==> config.mk <==
export PLATFORM = sky130hd
export DESIGN_NAME = regfile_port_arbiter_flat
export DESIGN_NICKNAME = d
export VERILOG_FILES = /design/src/rtl/regfile_port_arbiter_if.sv /design/src/rtl/regfile_port_arbiter.sv /design/src/flat_wrapper.sv
export SDC_FILE = /design/constraint.sdc
export NUM_CORES = 1
export LEC_CHECK = 0
export CORE_MARGIN = 3
export CORE_UTILIZATION = 35
export CTS_CLUSTER_DIAMETER = 100
export DETAILED_ROUTE_END_ITERATION = 8
export PLACE_DENSITY = 0.83
export SLEW_MARGIN = 20
export SYNTH_ARGS = -nofsm -noshare
export SYNTH_HDL_FRONTEND = slang
export SYNTH_SLANG_ARGS = --single-unit
==> constraint.sdc <==
create_clock -name clock -period 3.28 [get_ports clock]
set_input_delay 0.492 -clock clock [delete_from_list [all_inputs] [get_ports clock]]
set_output_delay 0.492 -clock clock [all_outputs]
set_load 0.05 [all_outputs]
==> src/rtl/regfile_port_arbiter_if.sv <==
// Signal bundle between the register-file write-port arbiter and its
// surroundings: CPU writeback, UART/debug requester, and the register file.
// The "master" modport is the surrounding system (requesters plus register
// file); the "slave" modport is the arbiter itself.
interface regfile_port_arbiter_if #(
    parameter int ADDR_W = 5,
    parameter int DATA_W = 32
);
    // CPU writeback path
    logic              cpu_we;
    logic [ADDR_W-1:0] cpu_waddr;
    logic [DATA_W-1:0] cpu_wdata;
    logic              cpu_stall;

    // Debug requester, valid/ready handshake
    logic              dbg_valid;
    logic              dbg_we;
    logic [ADDR_W-1:0] dbg_addr;
    logic [DATA_W-1:0] dbg_wdata;
    logic              dbg_ready;
    logic              dbg_rvalid;
    logic [DATA_W-1:0] dbg_rdata;

    // Register file write port and debug read port
    logic              rf_we;
    logic [ADDR_W-1:0] rf_waddr;
    logic [DATA_W-1:0] rf_wdata;
    logic [ADDR_W-1:0] rf_raddr;
    logic [DATA_W-1:0] rf_rdata;

    modport master (
        output cpu_we, cpu_waddr, cpu_wdata,
        input  cpu_stall,
        output dbg_valid, dbg_we, dbg_addr, dbg_wdata,
        input  dbg_ready, dbg_rvalid, dbg_rdata,
        input  rf_we, rf_waddr, rf_wdata, rf_raddr,
        output rf_rdata
    );

    modport slave (
        input  cpu_we, cpu_waddr, cpu_wdata,
        output cpu_stall,
        input  dbg_valid, dbg_we, dbg_addr, dbg_wdata,
        output dbg_ready, dbg_rvalid, dbg_rdata,
        output rf_we, rf_waddr, rf_wdata, rf_raddr,
        input  rf_rdata
    );
endinterface

==> src/rtl/regfile_port_arbiter.sv <==
// Register-file port arbiter: shares the single write port and a debug read
// port between CPU writeback (normal priority) and a debug requester.
// A debug request that keeps losing to CPU writes for MAX_WAIT cycles forces
// a stall of the CPU so debug latency stays bounded. Writes to $0 are dropped.
// Optional feature macro: DBG_LOCK_EN adds a dbg_lock input that holds the CPU
// off the port entirely so debug can stream the whole register file.
module regfile_port_arbiter #(
    parameter int ADDR_W   = 5,
    parameter int DATA_W   = 32,
    parameter int MAX_WAIT = 8
) (
    input  logic clock,
    input  logic reset,
`ifdef DBG_LOCK_EN
    input  logic dbg_lock,
`endif
    regfile_port_arbiter_if.slave bus
);

    localparam int             CNT_W   = $clog2(MAX_WAIT) + 1;
    localparam logic [CNT_W-1:0] CNT_MAX = '1;
    localparam logic [CNT_W-1:0] CNT_ONE = CNT_W'(1);
    localparam logic [CNT_W-1:0] LIMIT   = CNT_W'(MAX_WAIT - 1);

    typedef enum logic [1:0] {
        ST_IDLE  = 2'd0,
        ST_STALL = 2'd1,
        ST_DONE  = 2'd2
    } state_t;

    state_t            state_q, state_d;
    logic [CNT_W-1:0]  wait_cnt_q, wait_cnt_d;
    logic              txn_we_q, txn_we_d;
    logic              rf_we_q, rf_we_d;
    logic [ADDR_W-1:0] rf_waddr_q, rf_waddr_d;
    logic [DATA_W-1:0] rf_wdata_q, rf_wdata_d;
    logic [ADDR_W-1:0] rf_raddr_q, rf_raddr_d;
    logic              dbg_ready_q, dbg_ready_d;
    logic              dbg_rvalid_q, dbg_rvalid_d;
    logic [DATA_W-1:0] dbg_rdata_q, dbg_rdata_d;

    logic lock_w;
    logic cpu_take;
    logic dbg_take;
    logic dbg_pending;

`ifdef DBG_LOCK_EN
    assign lock_w = dbg_lock;
`else
    assign lock_w = 1'b0;
`endif

    // A held request is not re-accepted in the cycle its completion pulse shows.
    assign dbg_pending = bus.dbg_valid && !dbg_ready_q;

    // Next-state, arbitration and registered-output computation.
    always_comb begin
        state_d      = state_q;
        wait_cnt_d   = wait_cnt_q;
        txn_we_d     = txn_we_q;
        rf_we_d      = 1'b0;
        rf_waddr_d   = rf_waddr_q;
        rf_wdata_d   = rf_wdata_q;
        rf_raddr_d   = rf_raddr_q;
        dbg_ready_d  = 1'b0;
        dbg_rvalid_d = 1'b0;
        dbg_rdata_d  = dbg_rdata_q;
        cpu_take     = 1'b0;
        dbg_take     = 1'b0;

        case (state_q)
            ST_IDLE: begin
                if (bus.cpu_we && !lock_w) begin
                    cpu_take = 1'b1;
                    if (dbg_pending) begin
                        // This loss is the one that exhausts the wait budget.
                        if (wait_cnt_q >= LIMIT) begin
                            state_d = ST_STALL;
                        end
                        if (wait_cnt_q != CNT_MAX) begin
                            wait_cnt_d = wait_cnt_q + CNT_ONE;
                        end
                    end
                end else if (dbg_pending) begin
                    dbg_take = 1'b1;
                    state_d  = ST_DONE;
                end
            end
            ST_STALL: begin
                // A request withdrawn against the handshake rules is not invented.
                if (bus.dbg_valid) begin
                    dbg_take = 1'b1;
                    state_d  = ST_DONE;
                end else begin
                    state_d  = ST_IDLE;
                end
            end
            ST_DONE: begin
                dbg_ready_d  = 1'b1;
                dbg_rvalid_d = !txn_we_q;
                if (!txn_we_q) begin
                    dbg_rdata_d = bus.rf_rdata;
                end
                state_d = ST_IDLE;
            end
            default: begin
                state_d = ST_IDLE;
            end
        endcase

        if (cpu_take) begin
            rf_we_d    = (bus.cpu_waddr != '0);
            rf_waddr_d = bus.cpu_waddr;
            rf_wdata_d = bus.cpu_wdata;
        end

        if (dbg_take) begin
            wait_cnt_d = '0;
            txn_we_d   = bus.dbg_we;
            rf_raddr_d = bus.dbg_addr;
            if (bus.dbg_we) begin
                rf_we_d    = (bus.dbg_addr != '0);
                rf_waddr_d = bus.dbg_addr;
                rf_wdata_d = bus.dbg_wdata;
            end
        end

        // The starvation count only measures an unbroken wait.
        if (!bus.dbg_valid) begin
            wait_cnt_d = '0;
        end
    end

    // State and registered outputs; reset drops any transaction in flight.
    always_ff @(posedge clock or posedge reset) begin
        if (reset) begin
            state_q      <= ST_IDLE;
            wait_cnt_q   <= '0;
            txn_we_q     <= 1'b0;
            rf_we_q      <= 1'b0;
            rf_waddr_q   <= '0;
            rf_wdata_q   <= '0;
            rf_raddr_q   <= '0;
            dbg_ready_q  <= 1'b0;
            dbg_rvalid_q <= 1'b0;
            dbg_rdata_q  <= '0;
        end else begin
            state_q      <= state_d;
            wait_cnt_q   <= wait_cnt_d;
            txn_we_q     <= txn_we_d;
            rf_we_q      <= rf_we_d;
            rf_waddr_q   <= rf_waddr_d;
            rf_wdata_q   <= rf_wdata_d;
            rf_raddr_q   <= rf_raddr_d;
            dbg_ready_q  <= dbg_ready_d;
            dbg_rvalid_q <= dbg_rvalid_d;
            dbg_rdata_q  <= dbg_rdata_d;
        end
    end

    assign bus.cpu_stall  = (state_q != ST_IDLE) || lock_w;
    assign bus.rf_we      = rf_we_q;
    assign bus.rf_waddr   = rf_waddr_q;
    assign bus.rf_wdata   = rf_wdata_q;
    assign bus.rf_raddr   = rf_raddr_q;
    assign bus.dbg_ready  = dbg_ready_q;
    assign bus.dbg_rvalid = dbg_rvalid_q;
    assign bus.dbg_rdata  = dbg_rdata_q;

endmodule
==> src/flat_wrapper.sv <==
// flat-port wrapper written by rule: the top's interface ports become plain ports
module regfile_port_arbiter_flat 
#(
    parameter int ADDR_W   = 5,
    parameter int DATA_W   = 32,
    parameter int MAX_WAIT = 8
)
  (clock, reset, bus_cpu_we, bus_cpu_waddr, bus_cpu_wdata, bus_cpu_stall, bus_dbg_valid, bus_dbg_we, bus_dbg_addr, bus_dbg_wdata, bus_dbg_ready, bus_dbg_rvalid, bus_dbg_rdata, bus_rf_we, bus_rf_waddr, bus_rf_wdata, bus_rf_raddr, bus_rf_rdata);
  regfile_port_arbiter_if #(.ADDR_W(ADDR_W), .DATA_W(DATA_W)) bus_i ();
  input  logic clock;
  input  logic reset;
  input wire logic [$bits(bus_i.cpu_we)-1:0] bus_cpu_we;
  input wire logic [$bits(bus_i.cpu_waddr)-1:0] bus_cpu_waddr;
  input wire logic [$bits(bus_i.cpu_wdata)-1:0] bus_cpu_wdata;
  output wire logic [$bits(bus_i.cpu_stall)-1:0] bus_cpu_stall;
  input wire logic [$bits(bus_i.dbg_valid)-1:0] bus_dbg_valid;
  input wire logic [$bits(bus_i.dbg_we)-1:0] bus_dbg_we;
  input wire logic [$bits(bus_i.dbg_addr)-1:0] bus_dbg_addr;
  input wire logic [$bits(bus_i.dbg_wdata)-1:0] bus_dbg_wdata;
  output wire logic [$bits(bus_i.dbg_ready)-1:0] bus_dbg_ready;
  output wire logic [$bits(bus_i.dbg_rvalid)-1:0] bus_dbg_rvalid;
  output wire logic [$bits(bus_i.dbg_rdata)-1:0] bus_dbg_rdata;
  output wire logic [$bits(bus_i.rf_we)-1:0] bus_rf_we;
  output wire logic [$bits(bus_i.rf_waddr)-1:0] bus_rf_waddr;
  output wire logic [$bits(bus_i.rf_wdata)-1:0] bus_rf_wdata;
  output wire logic [$bits(bus_i.rf_raddr)-1:0] bus_rf_raddr;
  input wire logic [$bits(bus_i.rf_rdata)-1:0] bus_rf_rdata;
  assign bus_i.cpu_we = bus_cpu_we;
  assign bus_i.cpu_waddr = bus_cpu_waddr;
  assign bus_i.cpu_wdata = bus_cpu_wdata;
  assign bus_cpu_stall = bus_i.cpu_stall;
  assign bus_i.dbg_valid = bus_dbg_valid;
  assign bus_i.dbg_we = bus_dbg_we;
  assign bus_i.dbg_addr = bus_dbg_addr;
  assign bus_i.dbg_wdata = bus_dbg_wdata;
  assign bus_dbg_ready = bus_i.dbg_ready;
  assign bus_dbg_rvalid = bus_i.dbg_rvalid;
  assign bus_dbg_rdata = bus_i.dbg_rdata;
  assign bus_rf_we = bus_i.rf_we;
  assign bus_rf_waddr = bus_i.rf_waddr;
  assign bus_rf_wdata = bus_i.rf_wdata;
  assign bus_rf_raddr = bus_i.rf_raddr;
  assign bus_i.rf_rdata = bus_rf_rdata;
  regfile_port_arbiter #(.ADDR_W(ADDR_W), .DATA_W(DATA_W), .MAX_WAIT(MAX_WAIT)) u_core (.clock(clock), .reset(reset), .bus(bus_i));
endmodule
==> summary.txt, run 1 <==
Yosys
  – Synth Warn #: 0
  – Post-Synth XOR/XNOR Area: 0%
  – Mux cell area share after synthesis: 21.4%
  – Post-Synth Simple-Gate Area: 9.79%
  – Average size of a mapped cell: 12.4 µm²
  – Cell Area, Synth: 3670 µm²
  – Cells after Synth: 297
  – Total nets after synthesis: 409
  – Largest family of logic cells by synthesized area: multiplexers
  – Synth unique cells: 31
  – Adder-cell share of the synthesized area: 0.341%
  – #FFs+latches synth: 84
  – Synth Area in Compound Gates: 7.33%
  – Seq/Total Area, Yosys: 57.3%

Placed design
  – Count of input and output buffers: 188
  – DP Wirelength: 7890 µm
  – Place WS: 0.856 ns
  – Routability Congestion: 0.742

STA
  – F_max: 421 MHz
  – Final setup viols: 0
  – Fin worst setup slack: 0.907 ns
  – Final Skew: 0.0150 ns
  – Slew HR: 37.2%
  – Slew Viols, Final: 0
  – Fin crit share: 72.4%
  – Crit path time final: 2.37 ns
  – TNS Setup: 0 ns
  – Hold Vio Cnt, Final: 0
  – Worst-margin pin slew: 0.940 ns
  – RSZ-0062 raised after global routing: false

Setup path
  – WP data required: 2.79 ns
  – Startpoint types: flop
  – Arr. time, crit path: 1.88 ns
  – Crit path kind: flop to primary output
  – Crit path max fanout: 6
  – CP Capture Type: primary output

Clock tree
  – Root Buffer: clkbuf_8
  – Clk sinks: 84
  – CTS-repair resized insts: 0
  – Cts bufs inserted: 9
  – CTS tree: built
  – Worst-path clk slew: 0.09 ns
  – Clock Latency Late Sink: 0.35 ns
  – Clk buf depth: 2
  – Number of setup buffers added after CTS: 0
  – H-tree depth: 3
  – Post-CTS Hold Buffers: 0

Layout
  – Layout cells sized above 1: 8.07%
  – Layout area overhead: 60.8%
  – Layout Nets: 590
  – Commonest cells after routing, fill and taps aside: 188 x clkdlybuf4s50_1, 84 x dfrtp_1, 37 x mux2i_1, 37 x nand4_1, 29 x mux2_1
  – Commonest non-fill, non-tap cell in the layout: clkdlybuf4s50_1
  – N_diodes: 0

Drt
  – DR pass1 iterations: 7
  – Final ANT Viol Nets: 0
  – Routed wire length: 10600 µm
  – # DRC: 0
  – DR vias: 3128
  – Drt initial violations: 146
  – Via density: 5.08
  – DR WL/cell: 17.2 µm

GRT
  – First-pass GRT wire length: 16200 µm
  – Vias in the first global route: 3224
  – Grt total ovfl: 0
  – Antenna violations before repair: 0
  – Largest net degree at the start of global routing: 50
  – GR Util All Layers: 17.7%

Flow run
  – MaxCap Viol Count: 0

Floorplanning
  – Starting density of the core: 36.7%
  – Die height: 108 µm
  – Die width: 108 µm
  – IO Pins: 189
  – DIE AREA: 11700 µm²
  – Row count: 36
  – Core ar.: 10000 µm²

Power
  – Final Total Pwr: 0.00390 W
  – Leak: 2.41 nW
  – Power per cell area: 661 nW/µm²
  – Peak supply drop: 0.319 mV

Min path
  – Type of the most critical hold path: flop to flop

Outcome
  – Outcome: finished clean
## critical path: stages (launching register included)
cell	delay (ns)
dfrtp_1	0.47
or2_2	0.34
clkdlybuf4s50_1	0.71
## flip-flops by register name, summed over array words and instances (netlist names)
register	cells
u_core.bus.dbg_rdata	32
u_core.bus.dbg_ready	1
u_core.bus.dbg_rvalid	1
u_core.bus.rf_raddr	5
u_core.bus.rf_waddr	5
u_core.bus.rf_wdata	32
u_core.bus.rf_we	1
u_core.state_q	2
u_core.txn_we_q	1
u_core.wait_cnt_q	4
## where the power goes
part	leakage, nW	switching, W	internal (W)	total [W]
Clock	0.106	0.000373	0.000395	0.000768
Combinational	1.29	0.00111	0.000643	0.00175
Sequential	1.01	0.000121	0.00126	0.00138
Total	2.41	0.00160	0.00230	0.00390
## cells in the mapped netlist, drive strengths merged
| cell | n | area share (%) |
|---|---|---|
| a21o | 1 | 0.20 |
| o21ai | 39 | 5.3 |
| mux2 | 37 | 11 |
| nor3b | 1 | 0.20 |
| or2 | 1 | 0.17 |
| nand4 | 37 | 6.3 |
| nand3 | 1 | 0.14 |
| o21bai | 1 | 0.20 |
| a21bo | 1 | 0.27 |
| nand2 | 3 | 0.31 |
| inv | 4 | 0.41 |
| or3 | 3 | 0.51 |
| nand3b | 1 | 0.20 |
| a22o | 1 | 0.24 |
| dfrtp | 84 | 57 |
| nor3 | 3 | 0.41 |
| or3b | 2 | 0.48 |
| mux2i | 37 | 10 |
| a21oi | 5 | 0.68 |
| ha | 1 | 0.34 |
| and3 | 2 | 0.34 |
| clkbuf | 11 | 1.1 |
| buf | 14 | 2.3 |
| o31ai | 2 | 0.41 |
| nor2 | 2 | 0.20 |
| nor2b | 3 | 0.51 |
## stage by stage
stage	hold slack, ns	util (%)	std cells	area [µm²]
finish	0.487	59.0	616	5900
global route	0.504	59.0	616	5900
CTS	0.494	59.0	616	5900
detailed placement	0.474	56.9	600	5690
global placement	0.467	56.9	600	5690
floorplan	0.442	-	297	3670
## final timing paths
| path | cells past startpoint | slack [ns] | from | end |
|---|---|---|---|---|
| max in group asynchronous | 3 | 2.06 | reset | u_core.bus.rf_wdata[18]$_DFF_PP0_ |
| max | 2 | 0.91 | u_core.state_q[1]$_DFFE_PP0P_ | bus_cpu_stall |
| min | 1 | 0.49 | u_core.bus.dbg_rdata[0]$_DFFE_PP0P_ | u_core.bus.dbg_rdata[0]$_DFFE_PP0P_ |
| max reg2reg | 3 | 1.24 | u_core.state_q[1]$_DFFE_PP0P_ | u_core.bus.dbg_rdata[23]$_DFFE_PP0P_ |
| min in group asynchronous | 2 | 0.54 | reset | u_core.bus.rf_wdata[3]$_DFF_PP0_ |
| min reg2reg | 1 | 0.49 | u_core.bus.dbg_rdata[0]$_DFFE_PP0P_ | u_core.bus.dbg_rdata[0]$_DFFE_PP0P_ |
## cell type report
class,instances,area [µm²]
Timing Repair Buffer,195,1950
Multi-Input combinational cell,184,1460
Fill cell,831,4100
Clock inverter,5,60.1
Inverter,4,16.3
Tap cell,133,166
Clock buffer,11,151
Sequential cell,84,2100
## cells by family after synthesis
group	count (synthesis)
multiplexers	74
flip-flops	84
AND/OR/NAND/NOR	59
adder cells (fa/ha/maj)	1
AO/OA/AOI/OAI	50
buffers and inverters	29
## routing by layer
metal | routed length [µm] | track usage (%) | vias up
met5 | 0 | 0 | -
met3 | 787 | 4.54 | 15
met2 | 5410 | 30.8 | 131
li1 | - | - | 1464
met4 | 163 | 6.31 | 0
met1 | 4230 | 21.2 | 1518
(Power assumes the default switching activity.)
==> run 2, diff against run 1 <==
Clock period 3.28 ns to 2.2 ns, I/O delays scaled along.
==> run 2 against run 1 <==
- global-route usage is 0.85 points higher
- sequential share of layout area is 0.17 points lower
- clock skew is 0.0031 ns lower
- register-to-register slack worse by 0.67 ns
- non-clock buffer count is 4 higher
- worst hold slack worse by 0.014 ns
- critical endpoint is now bus_dbg_ready
- largest power group unchanged
==> summary.txt, run 2 (synthesis results as in run 1) <==
Setup path
  – Arr. time, crit path: 1.64 ns
  – Instance count on the critical path: 1
  – CP cell instances: clkdlybuf4s50_1
  – Reg2reg path depth: 3
  – Startpoint types: flop
  – Crit path max fanout: 4
  – CP Capture Type: primary output
  – Crit-path max cell delay: 0.84 ns
  – WP data required: 1.87 ns
  – Slowest CP cell: clkdlybuf4s50_1
  – Crit path kind: flop to primary output
  – Buf/Inv on CP: 1
  – Delay-heaviest family, CP: buffers and inverters

Drt
  – Routed wire length: 11000 µm
  – DR vias: 3166
  – DR pass1 iterations: 5
  – DR WL/cell: 17.8 µm
  – # DRC: 0
  – Via density: 5.11
  – Drt initial violations: 126
  – Final ANT Viol Nets: 0

Power
  – Final Total Pwr: 0.00571 W
  – Power per cell area: 963 nW/µm²
  – Peak supply drop: 0.534 mV
  – Leak: 2.42 nW

STA
  – Slew HR: 62.9%
  – Hold Vio Cnt, Final: 0
  – F_max: 508 MHz
  – TNS Setup: 0 ns
  – Slew Viols, Final: 0
  – Worst-margin pin slew: 0.555 ns
  – Final setup viols: 0
  – Crit path time final: 1.97 ns
  – RSZ-0062 raised after global routing: false
  – Final Skew: 0.0119 ns
  – Fin crit share: 89.4%

Clock tree
  – Post-CTS Hold Buffers: 0
  – Clock Latency Late Sink: 0.35 ns
  – H-tree depth: 3
  – Clk buf depth: 2
  – Worst-path clk slew: 0.09 ns
  – Cts bufs inserted: 9
  – Root Buffer: clkbuf_8
  – Number of setup buffers added after CTS: 0
  – Clk sinks: 84
  – CTS-repair resized insts: 1
  – CTS tree: built

Layout
  – Layout cells sized above 1: 8.83%
  – Layout Nets: 594
  – Commonest non-fill, non-tap cell in the layout: clkdlybuf4s50_1
  – N_diodes: 0
  – Layout area overhead: 61.6%
  – Fillers: 839
  – Commonest cells after routing, fill and taps aside: 187 x clkdlybuf4s50_1, 84 x dfrtp_1, 37 x mux2i_1, 37 x nand4_1, 29 x mux2_1

GRT
  – Grt total ovfl: 0
  – Largest net degree at the start of global routing: 85
  – First-pass GRT wire length: 16900 µm
  – Vias in the first global route: 3374
  – GR Util All Layers: 18.5%
  – Antenna violations before repair: 0

Placed design
  – Count of input and output buffers: 188
  – DP Wirelength: 7980 µm
  – Routability Congestion: 0.768

Floorplanning
  – Starting density of the core: 36.7%
  – Die height: 108 µm
  – Die width: 108 µm
  – Core ar.: 10000 µm²
  – DIE AREA: 11700 µm²
  – IO Pins: 189
  – Row count: 36

Outcome
  – Outcome: finished clean

Min path
  – Type of the most critical hold path: primary input to asynchronous set/reset pin

Flow run
  – MaxCap Viol Count: 0
-- run 2: cell count changes in the layout (fill, tap and decap cells not counted), moves of 2 or more --
cell        change
buf_12          +2
buf_4           +2
clkinvlp_4      +2
inv_6           +2
-- run 2: area by class of cell --
cell class,instances,area [µm²],share of cell area (%)
Sequential cell,84,2100,35.4
Timing Repair Buffer,199,2000,33.7
Multi-Input combinational cell,184,1460,24.6
Tap cell,133,166,2.81
Clock buffer,10,138,2.32
Clock inverter,6,46.3,0.781
Inverter,4,18.8,0.316
-- run 2: routing by layer --
layer | track usage (%) | routed length [µm] | share of wire, %
met5 | 0 | 0 | 0
met4 | 7.12 | 210 | 1.9
met3 | 4.36 | 812 | 7.3
met2 | 33.7 | 5750 | 52
met1 | 21.1 | 4280 | 39
-- run 2: final timing paths --
kind | from | to | slack, ns
max in group asynchronous | reset | u_core.bus.rf_wdata[24]$_DFF_PP0_ | 1.39
setup / recovery | u_core.bus.dbg_ready$_DFF_PP0_ | bus_dbg_ready | 0.23
min in group clock | u_core.bus.dbg_rdata[25]$_DFFE_PP0P_ | u_core.bus.dbg_rdata[25]$_DFFE_PP0P_ | 0.49
setup reg to reg | u_core.state_q[1]$_DFFE_PP0P_ | u_core.wait_cnt_q[1]$_DFFE_PP0P_ | 0.57
hold reg to reg | u_core.bus.dbg_rdata[25]$_DFFE_PP0P_ | u_core.bus.dbg_rdata[25]$_DFFE_PP0P_ | 0.49
hold / removal | reset | u_core.bus.dbg_rdata[20]$_DFFE_PP0P_ | 0.47
-- run 2: where the power goes --
group          switching (W)  internal [W]
logic                0.00165      0.000971
registers           0.000182       0.00188
clock network       0.000580      0.000449
total                0.00241       0.00330
-- run 2: per-stage QoR --
stage / setup slack [ns] / instances / area, µm² / util [%] / hold slack [ns]
floorplan: 0.561 / 297 / 3670 / - / 0.442
global placement: 0.282 / 604 / 5750 / 57.5 / 0.467
detailed placement: 0.156 / 604 / 5750 / 57.5 / 0.476
CTS: 0.208 / 620 / 5930 / 59.3 / 0.488
global route: 0.160 / 620 / 5930 / 59.3 / 0.511
finish: 0.233 / 620 / 5930 / 59.3 / 0.473
==> run 3, diff against run 2 <==
Settings changed: CAP_MARGIN set to 20, CTS_CLUSTER_DIAMETER 100 to not set.
==> results of run 3 <==
No change in the layout: final DEF, timing and power equal those of run 2.
